**src/rtl/line_fill_axi_reader_if.sv**
```systemverilog
// line_fill_axi_reader_if: AXI4 read-address and read-data channels of the line-fill back end.
interface line_fill_axi_reader_if #(
    parameter int ADDR_W = 32,
    parameter int DATA_W = 32,
    parameter int ID_W   = 1
) ();
    logic [ID_W-1:0]   arid;
    logic [ADDR_W-1:0] araddr;
    logic [7:0]        arlen;
    logic [2:0]        arsize;
    logic [1:0]        arburst;
    logic              arlock;
    logic [3:0]        arcache;
    logic [2:0]        arprot;
    logic              arvalid;
    logic              arready;
    logic [ID_W-1:0]   rid;
    logic [DATA_W-1:0] rdata;
    logic [1:0]        rresp;
    logic              rlast;
    logic              rvalid;
    logic              rready;

    modport master (
        output arid, araddr, arlen, arsize, arburst, arlock, arcache, arprot, arvalid, rready,
        input  arready, rid, rdata, rresp, rlast, rvalid
    );

    modport slave (
        input  arid, araddr, arlen, arsize, arburst, arlock, arcache, arprot, arvalid, rready,
        output arready, rid, rdata, rresp, rlast, rvalid
    );
endinterface

```
**src/rtl/line_fill_axi_reader.sv**
```systemverilog
// line_fill_axi_reader: fetches one cache line with a single INCR burst and refetches it on any error response.
module line_fill_axi_reader #(
    parameter int FE_ADDR_W  = 32,
    parameter int FE_DATA_W  = 32,
    parameter int BE_ADDR_W  = FE_ADDR_W,
    parameter int BE_DATA_W  = FE_DATA_W,
    parameter int AXI_ID_W   = 1,
    parameter logic [AXI_ID_W-1:0] AXI_ID = '0,
    parameter int WORD_OFF_W = 3,
    parameter int LINE2MEM_W = WORD_OFF_W - $clog2(BE_DATA_W / FE_DATA_W),
    localparam int FE_BYTE_W   = $clog2(FE_DATA_W / 8),
    localparam int BE_BYTE_W   = $clog2(BE_DATA_W / 8),
    localparam int LINE_ADDR_W = FE_ADDR_W - FE_BYTE_W - WORD_OFF_W,
    localparam int CNT_W       = (LINE2MEM_W > 0) ? LINE2MEM_W : 1
) (
    input  logic                   clk,
    input  logic                   reset_n,
    input  logic                   replace_valid,
    input  logic [LINE_ADDR_W-1:0] replace_addr,
    output logic                   replace,
    output logic                   read_valid,
    output logic [CNT_W-1:0]       read_addr,
    output logic [BE_DATA_W-1:0]   read_data,
    line_fill_axi_reader_if.master m_axi
);
    typedef enum logic [1:0] {IDLE, ADDR, DATA} state_t;

    state_t           state_q, state_d;
    logic [CNT_W-1:0] cnt_q, cnt_d;
    logic             err_q, err_d;
    logic             beat_err;
    logic             unused_rid;

    // The burst always covers the whole line starting at its first byte.
    assign m_axi.arid    = AXI_ID;
    assign m_axi.araddr  = BE_ADDR_W'({replace_addr, {(FE_BYTE_W + WORD_OFF_W){1'b0}}});
    assign m_axi.arlen   = 8'((1 << LINE2MEM_W) - 1);
    assign m_axi.arsize  = 3'(BE_BYTE_W);
    assign m_axi.arburst = 2'b01;
    assign m_axi.arlock  = 1'b0;
    assign m_axi.arcache = 4'b0011;
    assign m_axi.arprot  = 3'b000;

    // Handshake outputs depend on state only, so ready/valid never loop back combinationally.
    assign m_axi.arvalid = (state_q == ADDR);
    assign m_axi.rready  = (state_q == DATA);
    assign replace       = (state_q != IDLE);
    assign read_valid    = (state_q == DATA) && m_axi.rvalid;
    assign read_addr     = (LINE2MEM_W == 0) ? '0 : cnt_q;
    assign read_data     = m_axi.rdata;
    assign beat_err      = (m_axi.rresp != 2'b00);
    assign unused_rid    = ^m_axi.rid;

    // State, beat counter and sticky error flag; reset abandons any burst in flight.
    always_ff @(posedge clk or negedge reset_n) begin
        if (!reset_n) begin
            state_q <= IDLE;
            cnt_q   <= '0;
            err_q   <= 1'b0;
        end else begin
            state_q <= state_d;
            cnt_q   <= cnt_d;
            err_q   <= err_d;
        end
    end

    // Next state: rlast ends the burst; an error anywhere in it reissues the same line.
    always_comb begin
        state_d = state_q;
        cnt_d   = cnt_q;
        err_d   = err_q;
        case (state_q)
            IDLE: begin
                if (replace_valid) begin
                    state_d = ADDR;
                    cnt_d   = '0;
                    err_d   = 1'b0;
                end
            end
            ADDR: begin
                if (m_axi.arready) state_d = DATA;
            end
            DATA: begin
                if (m_axi.rvalid) begin
                    cnt_d = cnt_q + CNT_W'(1);
                    err_d = err_q | beat_err;
                    if (m_axi.rlast) begin
                        state_d = (err_q | beat_err) ? ADDR : IDLE;
                        cnt_d   = '0;
                        err_d   = 1'b0;
                    end
                end
            end
            default: state_d = IDLE;
        endcase
    end
endmodule

```
**src/flat_wrapper.sv**
```systemverilog
// flat-port wrapper written by rule: the top's interface ports become plain ports
module line_fill_axi_reader_flat 
#(
    parameter int FE_ADDR_W  = 32,
    parameter int FE_DATA_W  = 32,
    parameter int BE_ADDR_W  = FE_ADDR_W,
    parameter int BE_DATA_W  = FE_DATA_W,
    parameter int AXI_ID_W   = 1,
    parameter logic [AXI_ID_W-1:0] AXI_ID = '0,
    parameter int WORD_OFF_W = 3,
    parameter int LINE2MEM_W = WORD_OFF_W - $clog2(BE_DATA_W / FE_DATA_W),
    localparam int FE_BYTE_W   = $clog2(FE_DATA_W / 8),
    localparam int BE_BYTE_W   = $clog2(BE_DATA_W / 8),
    localparam int LINE_ADDR_W = FE_ADDR_W - FE_BYTE_W - WORD_OFF_W,
    localparam int CNT_W       = (LINE2MEM_W > 0) ? LINE2MEM_W : 1
)
  (clk, reset_n, replace_valid, replace_addr, replace, read_valid, read_addr, read_data, m_axi_arid, m_axi_araddr, m_axi_arlen, m_axi_arsize, m_axi_arburst, m_axi_arlock, m_axi_arcache, m_axi_arprot, m_axi_arvalid, m_axi_rready, m_axi_arready, m_axi_rid, m_axi_rdata, m_axi_rresp, m_axi_rlast, m_axi_rvalid);
  line_fill_axi_reader_if #(.ADDR_W(32), .DATA_W(32), .ID_W(1)) m_axi_i ();
  input  logic clk;
  input  logic reset_n;
  input  logic replace_valid;
  input  logic [LINE_ADDR_W-1:0] replace_addr;
  output logic replace;
  output logic read_valid;
  output logic [CNT_W-1:0] read_addr;
  output logic [BE_DATA_W-1:0] read_data;
  output wire logic [$bits(m_axi_i.arid)-1:0] m_axi_arid;
  output wire logic [$bits(m_axi_i.araddr)-1:0] m_axi_araddr;
  output wire logic [$bits(m_axi_i.arlen)-1:0] m_axi_arlen;
  output wire logic [$bits(m_axi_i.arsize)-1:0] m_axi_arsize;
  output wire logic [$bits(m_axi_i.arburst)-1:0] m_axi_arburst;
  output wire logic [$bits(m_axi_i.arlock)-1:0] m_axi_arlock;
  output wire logic [$bits(m_axi_i.arcache)-1:0] m_axi_arcache;
  output wire logic [$bits(m_axi_i.arprot)-1:0] m_axi_arprot;
  output wire logic [$bits(m_axi_i.arvalid)-1:0] m_axi_arvalid;
  output wire logic [$bits(m_axi_i.rready)-1:0] m_axi_rready;
  input wire logic [$bits(m_axi_i.arready)-1:0] m_axi_arready;
  input wire logic [$bits(m_axi_i.rid)-1:0] m_axi_rid;
  input wire logic [$bits(m_axi_i.rdata)-1:0] m_axi_rdata;
  input wire logic [$bits(m_axi_i.rresp)-1:0] m_axi_rresp;
  input wire logic [$bits(m_axi_i.rlast)-1:0] m_axi_rlast;
  input wire logic [$bits(m_axi_i.rvalid)-1:0] m_axi_rvalid;
  assign m_axi_arid = m_axi_i.arid;
  assign m_axi_araddr = m_axi_i.araddr;
  assign m_axi_arlen = m_axi_i.arlen;
  assign m_axi_arsize = m_axi_i.arsize;
  assign m_axi_arburst = m_axi_i.arburst;
  assign m_axi_arlock = m_axi_i.arlock;
  assign m_axi_arcache = m_axi_i.arcache;
  assign m_axi_arprot = m_axi_i.arprot;
  assign m_axi_arvalid = m_axi_i.arvalid;
  assign m_axi_rready = m_axi_i.rready;
  assign m_axi_i.arready = m_axi_arready;
  assign m_axi_i.rid = m_axi_rid;
  assign m_axi_i.rdata = m_axi_rdata;
  assign m_axi_i.rresp = m_axi_rresp;
  assign m_axi_i.rlast = m_axi_rlast;
  assign m_axi_i.rvalid = m_axi_rvalid;
  line_fill_axi_reader #(.FE_ADDR_W(FE_ADDR_W), .FE_DATA_W(FE_DATA_W), .BE_ADDR_W(BE_ADDR_W), .BE_DATA_W(BE_DATA_W), .AXI_ID_W(AXI_ID_W), .AXI_ID(AXI_ID), .WORD_OFF_W(WORD_OFF_W), .LINE2MEM_W(LINE2MEM_W)) u_core (.clk(clk), .reset_n(reset_n), .replace_valid(replace_valid), .replace_addr(replace_addr), .replace(replace), .read_valid(read_valid), .read_addr(read_addr), .read_data(read_data), .m_axi(m_axi_i));
endmodule
```
**config.mk**
```make
export PLATFORM = sky130hd
export DESIGN_NAME = line_fill_axi_reader_flat
export DESIGN_NICKNAME = d
export VERILOG_FILES = /design/src/rtl/line_fill_axi_reader_if.sv /design/src/rtl/line_fill_axi_reader.sv /design/src/flat_wrapper.sv
export SDC_FILE = /design/constraint.sdc
export NUM_CORES = 1
export LEC_CHECK = 0
export BUFFER_PORTS_ARGS = -buffer_cell sky130_fd_sc_hd__buf_2
export CAP_MARGIN = 20
export CORE_AREA = 3 3 63 65
export CTS_CLUSTER_DIAMETER = 30
export CTS_CLUSTER_SIZE = 10
export DETAILED_ROUTE_END_ITERATION = 7
export DIE_AREA = 0 0 66 68
export PLACE_DENSITY = 0.78
export RECOVER_POWER = 25
export REMOVE_ABC_BUFFERS = 1
export SLEW_MARGIN = 40
export SYNTH_ARGS = -nofsm -noshare
export SYNTH_HDL_FRONTEND = slang
export SYNTH_SLANG_ARGS = --single-unit
export TNS_END_PERCENT = 5
```
**constraint.sdc**
```tcl
create_clock -name clk -period 1.8 [get_ports clk]
set_clock_uncertainty 0.1 [all_clocks]
set_input_delay 0.27 -clock clk [delete_from_list [all_inputs] [get_ports clk]]
set_output_delay 0.27 -clock clk [all_outputs]
set_load 0.01 [all_outputs]
```
==> results of run 1 <==
[final timing paths]
path,from,end,slack [ns],cells past startpoint
max,u_core.state_q[0],m_axi_arvalid,0.16,2
min,m_axi_arready,u_core.state_q[1],0.17,2
max reg2reg,u_core.state_q[1],u_core.err_q,0.40,3
min reg2reg,u_core.read_addr[0],u_core.read_addr[0],0.41,1
max in group asynchronous,reset_n,u_core.err_q,1.15,2
min in group asynchronous,reset_n,u_core.read_addr[1],0.29,2
[cell type report]
class,count,area (sq um),area share (%)
Clock buffer,3,22.5,3.73
Tap cell,46,57.6,9.54
Timing Repair Buffer,15,80.1,13.3
Sequential cell,6,150,24.9
Multi-Input combinational cell,53,293,48.5
[Yosys cell counts]
cell and n:
nor4b_1 1, conb_1 2, or2_2 1, nand4b_1 1
o21ai_0 4, nor3_1 1, o32a_1 1, and2_1 1
o31ai_1 2, nor2_1 1, nand2_1 2, nand3_1 1
a311oi_1 1, nand2b_1 1, ha_1 1, buf_6 1
nor2b_1 3, buf_2 1, mux2i_2 1, a22o_1 1
buf_4 86, dfrtp_1 6, nand3b_1 1, nor3b_4 1
[stage by stage]
| stage | instances | power, mW | hold slack (ns) |
|---|---|---|---|
| after floorplan | 59 | 0.437 | -0.126 |
| after global placement | 119 | 0.533 | 0.00274 |
| after detailed placement | 119 | 0.539 | 0.00559 |
| after CTS | 123 | 0.663 | 0.167 |
| after global routing | 123 | 0.718 | 0.182 |
| final | 123 | 0.668 | 0.173 |
[power groups by stage]
stage                     clock, mW  sequential, mW  combinational (mW)
final                         0.120           0.266               0.282
after global routing          0.128           0.273               0.316
after CTS                     0.122           0.260               0.282
after detailed placement          0           0.261               0.278
after global placement            0           0.258               0.275
after floorplan                   0           0.250               0.187
[layer usage]
| layer | vias to the layer above | GRT usage [%] | wire length (um) |
|---|---|---|---|
| li1 | 188 | - | - |
| met1 | 223 | 8.25 | 750 |
| met2 | 117 | 48.4 | 3210 |
| met3 | 2 | 32.2 | 1580 |
| met4 | 0 | 3.05 | 27 |
| met5 | - | 2.50 | 0 |
[logic make-up after synthesis]
logic type                 after synthesis  share of synthesized area (%)
AOI/OAI and AO/OA                        9                           6.19
and+or+nand+nor                         15                           10.1
muxes                                    1                           1.36
buffers and inverters                   88                           65.5
other                                    2                          0.743
adders and majority gates                1                           1.24
DFF                                      6                           14.9
[flip-flops by register name (all words and copies together), names as in the netlist]
register,cells
u_core.err_q,1
u_core.read_addr,3
u_core.state_q,2
==> parameters.txt, run 1 <==
Parameter                              Value

Status
  Run status ... completed

Floorplanning
  Standard cell core area ... 3390 sq um
  Effective utilization at floorplan ... 29.8%
  Number of top-level design ports ... 161
  Number of placement rows ... 21
  Die Outline Area ... around 4500 sq um
  Overall die height ... 68 um
  Die span in x ... 66 um

Detailed routing
  Remaining design rule violation count ... 0
  Iteration-0 DRC Markers ... 26
  Antenna viol nets, final ... 0
  Length of the first detailed-routing pass in iterations ... 4
  Wire length reported by the detailed router ... 5570 um
  Detailed-route via count ... 530
  Number of vias per cell ... 4.31
  Routed wire per std cell ... 45.3 um

Worst setup path
  Kind of start point of the critical path ... flip-flop
  WP data arrival ... 1.27 ns
  Cell family with most CP delay ... flip-flops
  Critical Path Slowest Stage Cell ... dfrtp_1
  Required @ worst endpoint ... 1.43 ns
  Crit path largest cell delay ... 0.58 ns
  Largest driver fanout on the critical path ... 12
  Sort of element at the end of the critical path ... primary output
  Path type of the worst setup path ... flip-flop to primary output
  Bufs and invs on worst path ... 1
  Crit path cell chain ... nor2b_1, buf_2

Place
  Routability cong. ... 0.932
  # port buffers ... 14
  Cell area after placement ... 571 sq um
  Dpl hpwl ... 5310 um
  Post-place setup slack ... approximately 0.43 ns

Clock tree
  Hold buffers post-CTS ... 1
  Clock buffers created by TritonCTS ... 3
  Buffers inserted during post-CTS setup optimization ... 0
  Clock slew at reported path FFs ... approximately 0.04 ns
  Max clock buf depth ... 2
  # clock sinks ... 6
  Cell at the root of the clock tree ... clkbuf_4
  Clock tree from TritonCTS ... yes
  H-Tree Depth ... 1
  Number of gates resized after CTS ... 0
  Clock insertion delay at the later pin of the skew report ... ~0.24 ns

Global route
  Initial antenna violation count ... 0
  Vias in the first global route ... roughly 420
  Largest net degree at the start of global routing ... 13
  First-pass GRT wire length ... 6070 um
  Overall Global Routing Usage ... approximately a quarter
  Total global routing overflow ... 0

Finish
  Final Util ... 17.8%
  Net count, final ... 148
  Commonest non-fill, non-tap cell in the layout ... conb_1
  Cell area after layout ... 603 sq um
  Layout fillers ... 389
  Area Growth Syn to Fin ... -40.3%
  Antenna cells ... 0
  Fraction of final layout cells with drive strength greater than 1 ... between 20% and 30%
  Commonest cells after routing, fill and taps aside ... conb_1 (27), buf_2 (14), dfrtp_1 (6)

Synthesis
  Count of mapped cells out of synthesis ... 122
  Post-synthesis instance area ... slightly above 1000 sq um
  Mean Syn Cell Area ... a little over 8 sq um
  Number of register bits inferred by synthesis ... 6
  Yosys top cell area share ... 63.9%
  Number of unique standard cell types used by synthesis ... 24
  Top cells by area in the synthesized netlist ... buf_4 (64%), dfrtp_1 (15%), o21ai_0 (2.0%), nor2b_1 (1.9%), nor3b_4 (1.9%)
  Largest area contributor in the synthesized netlist ... buf_4
  Yosys warnings ... 0
  Sequential fraction of the synthesis area ... 14.9%

STA
  Unrepaired setup endpoints after global routing ... false
  Final Critical Period ... 1.64 ns
  Total Neg Setup Slack ... 0 ns
  Achievable Freq ... just over 0.6 GHz
  Final critical-path share of the clock period ... 91.0%
  Slack of the critical path ... 0.163 ns
  Number of pins exceeding their max-slew limit in the final report ... 0
  Final setup violating endpoints ... 0
  Final-report hold violation count ... 0

Run
  Max-cap violation count ... 0

Pwr
  Pwr dens ... 1110 nW/um^2
  Static leakage power ... 0.310 nW
  Sequential share of power ... roughly 40%
  Clock share of power ... ~18%
  Net switching power of the design ... ~0.28 mW
  Share of total power in combinational logic ... 42.2%
  Worst IR drop on VDD ... 0.259 mV
  Switching power share of the total ... 41.8%
  Cell Int Power ... 0.389 mW

Hold path
  Hold WC Path Type ... primary input to flip-flop
No activity file was read; power rests on OpenSTA's default activity.
==> inputs of run 2 (changes only) <==
==> constraint.sdc (replaced) <==
create_clock -name clk -period 1.8 [get_ports clk]
set_clock_uncertainty 0.1 [all_clocks]
set_input_delay 0.18 -clock clk [delete_from_list [all_inputs] [get_ports clk]]
set_output_delay 0.18 -clock clk [all_outputs]
set_load 0.01 [all_outputs]
==> parameters.txt, run 2 (synthesis results as in run 1) <==
Parameter                              Value

Global route
  Largest net degree at the start of global routing ... 13 (unchanged)
  Total global routing overflow ... 0 (unchanged)
  First-pass GRT wire length ... 6020 um (-0.81%)
  Overall Global Routing Usage ... 23.5% (about the same)
  Vias in the first global route ... 424 (unchanged)
  Initial antenna violation count ... 0 (unchanged)

STA
  Final hold slack ... 0.0961 ns (-0.0768 ns)
  Final critical-path share of the clock period ... 85.6% (-5.4 points)
  Final setup violating endpoints ... 0 (unchanged)
  Total Neg Setup Slack ... 0 ns (unchanged)
  Achievable Freq ... 0.649 GHz (+6.3%)
  Final-report hold violation count ... 0 (unchanged)
  Final Critical Period ... 1.54 ns (-0.0965 ns)
  Unrepaired setup endpoints after global routing ... false
  Number of pins exceeding their max-slew limit in the final report ... 0 (unchanged)

Worst setup path
  Worst reg-to-reg setup slack ... 0.45 ns (+0.05 ns)
  Path type of the worst setup path ... flip-flop to primary output
  Number of cells on the worst reg-to-reg path ... 3 (unchanged)
  Sort of element at the end of the critical path ... primary output
  Kind of start point of the critical path ... flip-flop
  Endpoint of the lowest-slack register-to-register path ... u_core.err_q
  WP data arrival ... 1.26 ns (about the same)
  Required @ worst endpoint ... 1.52 ns (+0.09 ns)
  Launch instance of the worst register-to-register path ... u_core.state_q[1]
  Largest driver fanout on the critical path ... 12 (unchanged)

Detailed routing
  Routed wire per std cell ... 45.1 um (-0.39%)
  Number of vias per cell ... 4.28 (-0.75%)
  Iteration-0 DRC Markers ... 23 (-12%)
  Antenna viol nets, final ... 0 (unchanged)
  Length of the first detailed-routing pass in iterations ... 4 (unchanged)
  Detailed-route via count ... 526 (-0.75%)
  Wire length reported by the detailed router ... 5550 um (-0.39%)
  Remaining design rule violation count ... 0 (unchanged)

Pwr
  Cell Int Power ... 0.390 mW (+0.20%)
  Pwr dens ... 1100 nW/um^2 (-0.32%)
  Static leakage power ... 0.310 nW (unchanged)
  Share of total power in combinational logic ... 42.2% (about the same)
  Worst IR drop on VDD ... 0.235 mV (-9.3%)
  Net switching power of the design ... 0.276 mW (-1.0%)
  Switching power share of the total ... 41.5% (-0.30 points)
  Total power after layout ... 0.666 mW (-0.32%)
  Clock share of power ... 18.2% (+0.3 points)
  Sequential share of power ... 39.6% (-0.2 points)

Hold path
  Hold WC Path Type ... primary input to flip-flop
  Start point of the worst hold path ... m_axi_arready
  Worst-case hold path end point ... u_core.state_q[1]
  Number of cells on the worst hold path ... 2 (unchanged)

Clock tree
  Clock buffers created by TritonCTS ... 3 (unchanged)
  Number of gates resized after CTS ... 0 (unchanged)
  Cell at the root of the clock tree ... clkbuf_4
  # clock sinks ... 6 (unchanged)
  H-Tree Depth ... 1 (unchanged)
  Max clock buf depth ... 2 (unchanged)
  Clock slew at reported path FFs ... 0.04 ns (about the same)
  Clock tree from TritonCTS ... yes
  Clock insertion delay at the later pin of the skew report ... 0.24 ns (about the same)

Floorplanning
  Number of placement rows ... 21 (unchanged)
  Die Outline Area ... 4490 sq um (unchanged)
  Overall die height ... 68 um (unchanged)
  Effective utilization at floorplan ... 29.8% (unchanged)
  Standard cell core area ... 3390 sq um (unchanged)
  Die span in x ... 66 um (unchanged)
  Number of top-level design ports ... 161 (unchanged)

Place
  Cell area after placement ... 571 sq um (unchanged)
  Dpl hpwl ... 5330 um (+0.25%)
  # port buffers ... 14 (unchanged)
  Routability cong. ... 0.952 (+2.1%)

Finish
  Commonest non-fill, non-tap cell in the layout ... conb_1
  Cell area after layout ... 603 sq um (unchanged)
  Flip-flop count of the largest register after layout ... 3 (unchanged)
  Fraction of final layout cells with drive strength greater than 1 ... 26.0% (unchanged)
  Antenna cells ... 0 (unchanged)
  Commonest cells after routing, fill and taps aside ... conb_1 (27), buf_2 (14), dfrtp_1 (6)
  Layout fillers ... 388 (-0.26%)
  Net count, final ... 148 (unchanged)
  Area Growth Syn to Fin ... -40.3% (unchanged)

Status
  Run status ... completed

Run
  Max-cap violation count ... 0 (unchanged)
run 2: repair_timing:
action | in CTS | in global routing
buffers inserted | 0 | 0
hold buffers | 1 | 0
endpoints found under the hold margin | 6 | 0
run 2: per-layer routing:
| metal | part of all wire, % | track usage (%) | up-vias | routed length [um] |
|---|---|---|---|---|
| li1 | - | - | 185 | - |
| met1 | 12 | 8.13 | 212 | 668 |
| met2 | 58 | 48.1 | 127 | 3210 |
| met3 | 30 | 32.3 | 2 | 1640 |
| met4 | 0.58 | 3.81 | 0 | 32 |
| met5 | 0 | 3.75 | - | 0 |
run 2: cell type report:
cell class                      instances  area, sq um  area share, %
Timing Repair Buffer                   15         80.1           13.3
Sequential cell                         6          150           24.9
Clock buffer                            3         22.5           3.73
Tap cell                               46         57.6           9.54
Multi-Input combinational cell         53          293           48.5
run 2: how the worst max path moves through the flow:
stage | from | depth (start not counted) | end | slack [ns]
after floorplan | u_core.state_q[1] | 3 | u_core.err_q | 0.57
after global placement | u_core.state_q[1] | 3 | u_core.err_q | 0.46
after detailed placement | u_core.state_q[1] | 3 | u_core.err_q | 0.47
after CTS | u_core.state_q[0] | 2 | m_axi_arvalid | 0.25
after global routing | u_core.state_q[0] | 2 | m_axi_arvalid | 0.18
final | u_core.state_q[0] | 2 | m_axi_arvalid | 0.26
run 2: critical path, stage by stage (launching register included):
cell	delay [ns]
dfrtp_1	0.57
nor2b_1	0.27
buf_2	0.18
run 2: metrics by stage:
step / cells / setup WS (ns) / utilization, %
finish: 123 / 0.259 / 17.8
floorplan: 59 / 0.574 / -
global route: 123 / 0.183 / 17.8
global placement: 119 / 0.463 / 16.8
detailed placement: 119 / 0.475 / 16.8
CTS: 123 / 0.253 / 17.8
run 2: power groups by stage:
| stage | Sequential [mW] | Clock, mW | Combinational [mW] |
|---|---|---|---|
| global route | 0.269 | 0.139 | 0.317 |
| floorplan | 0.250 | 0 | 0.187 |
| finish | 0.264 | 0.121 | 0.281 |
| global placement | 0.259 | 0 | 0.275 |
| CTS | 0.259 | 0.128 | 0.282 |
| detailed placement | 0.261 | 0 | 0.280 |
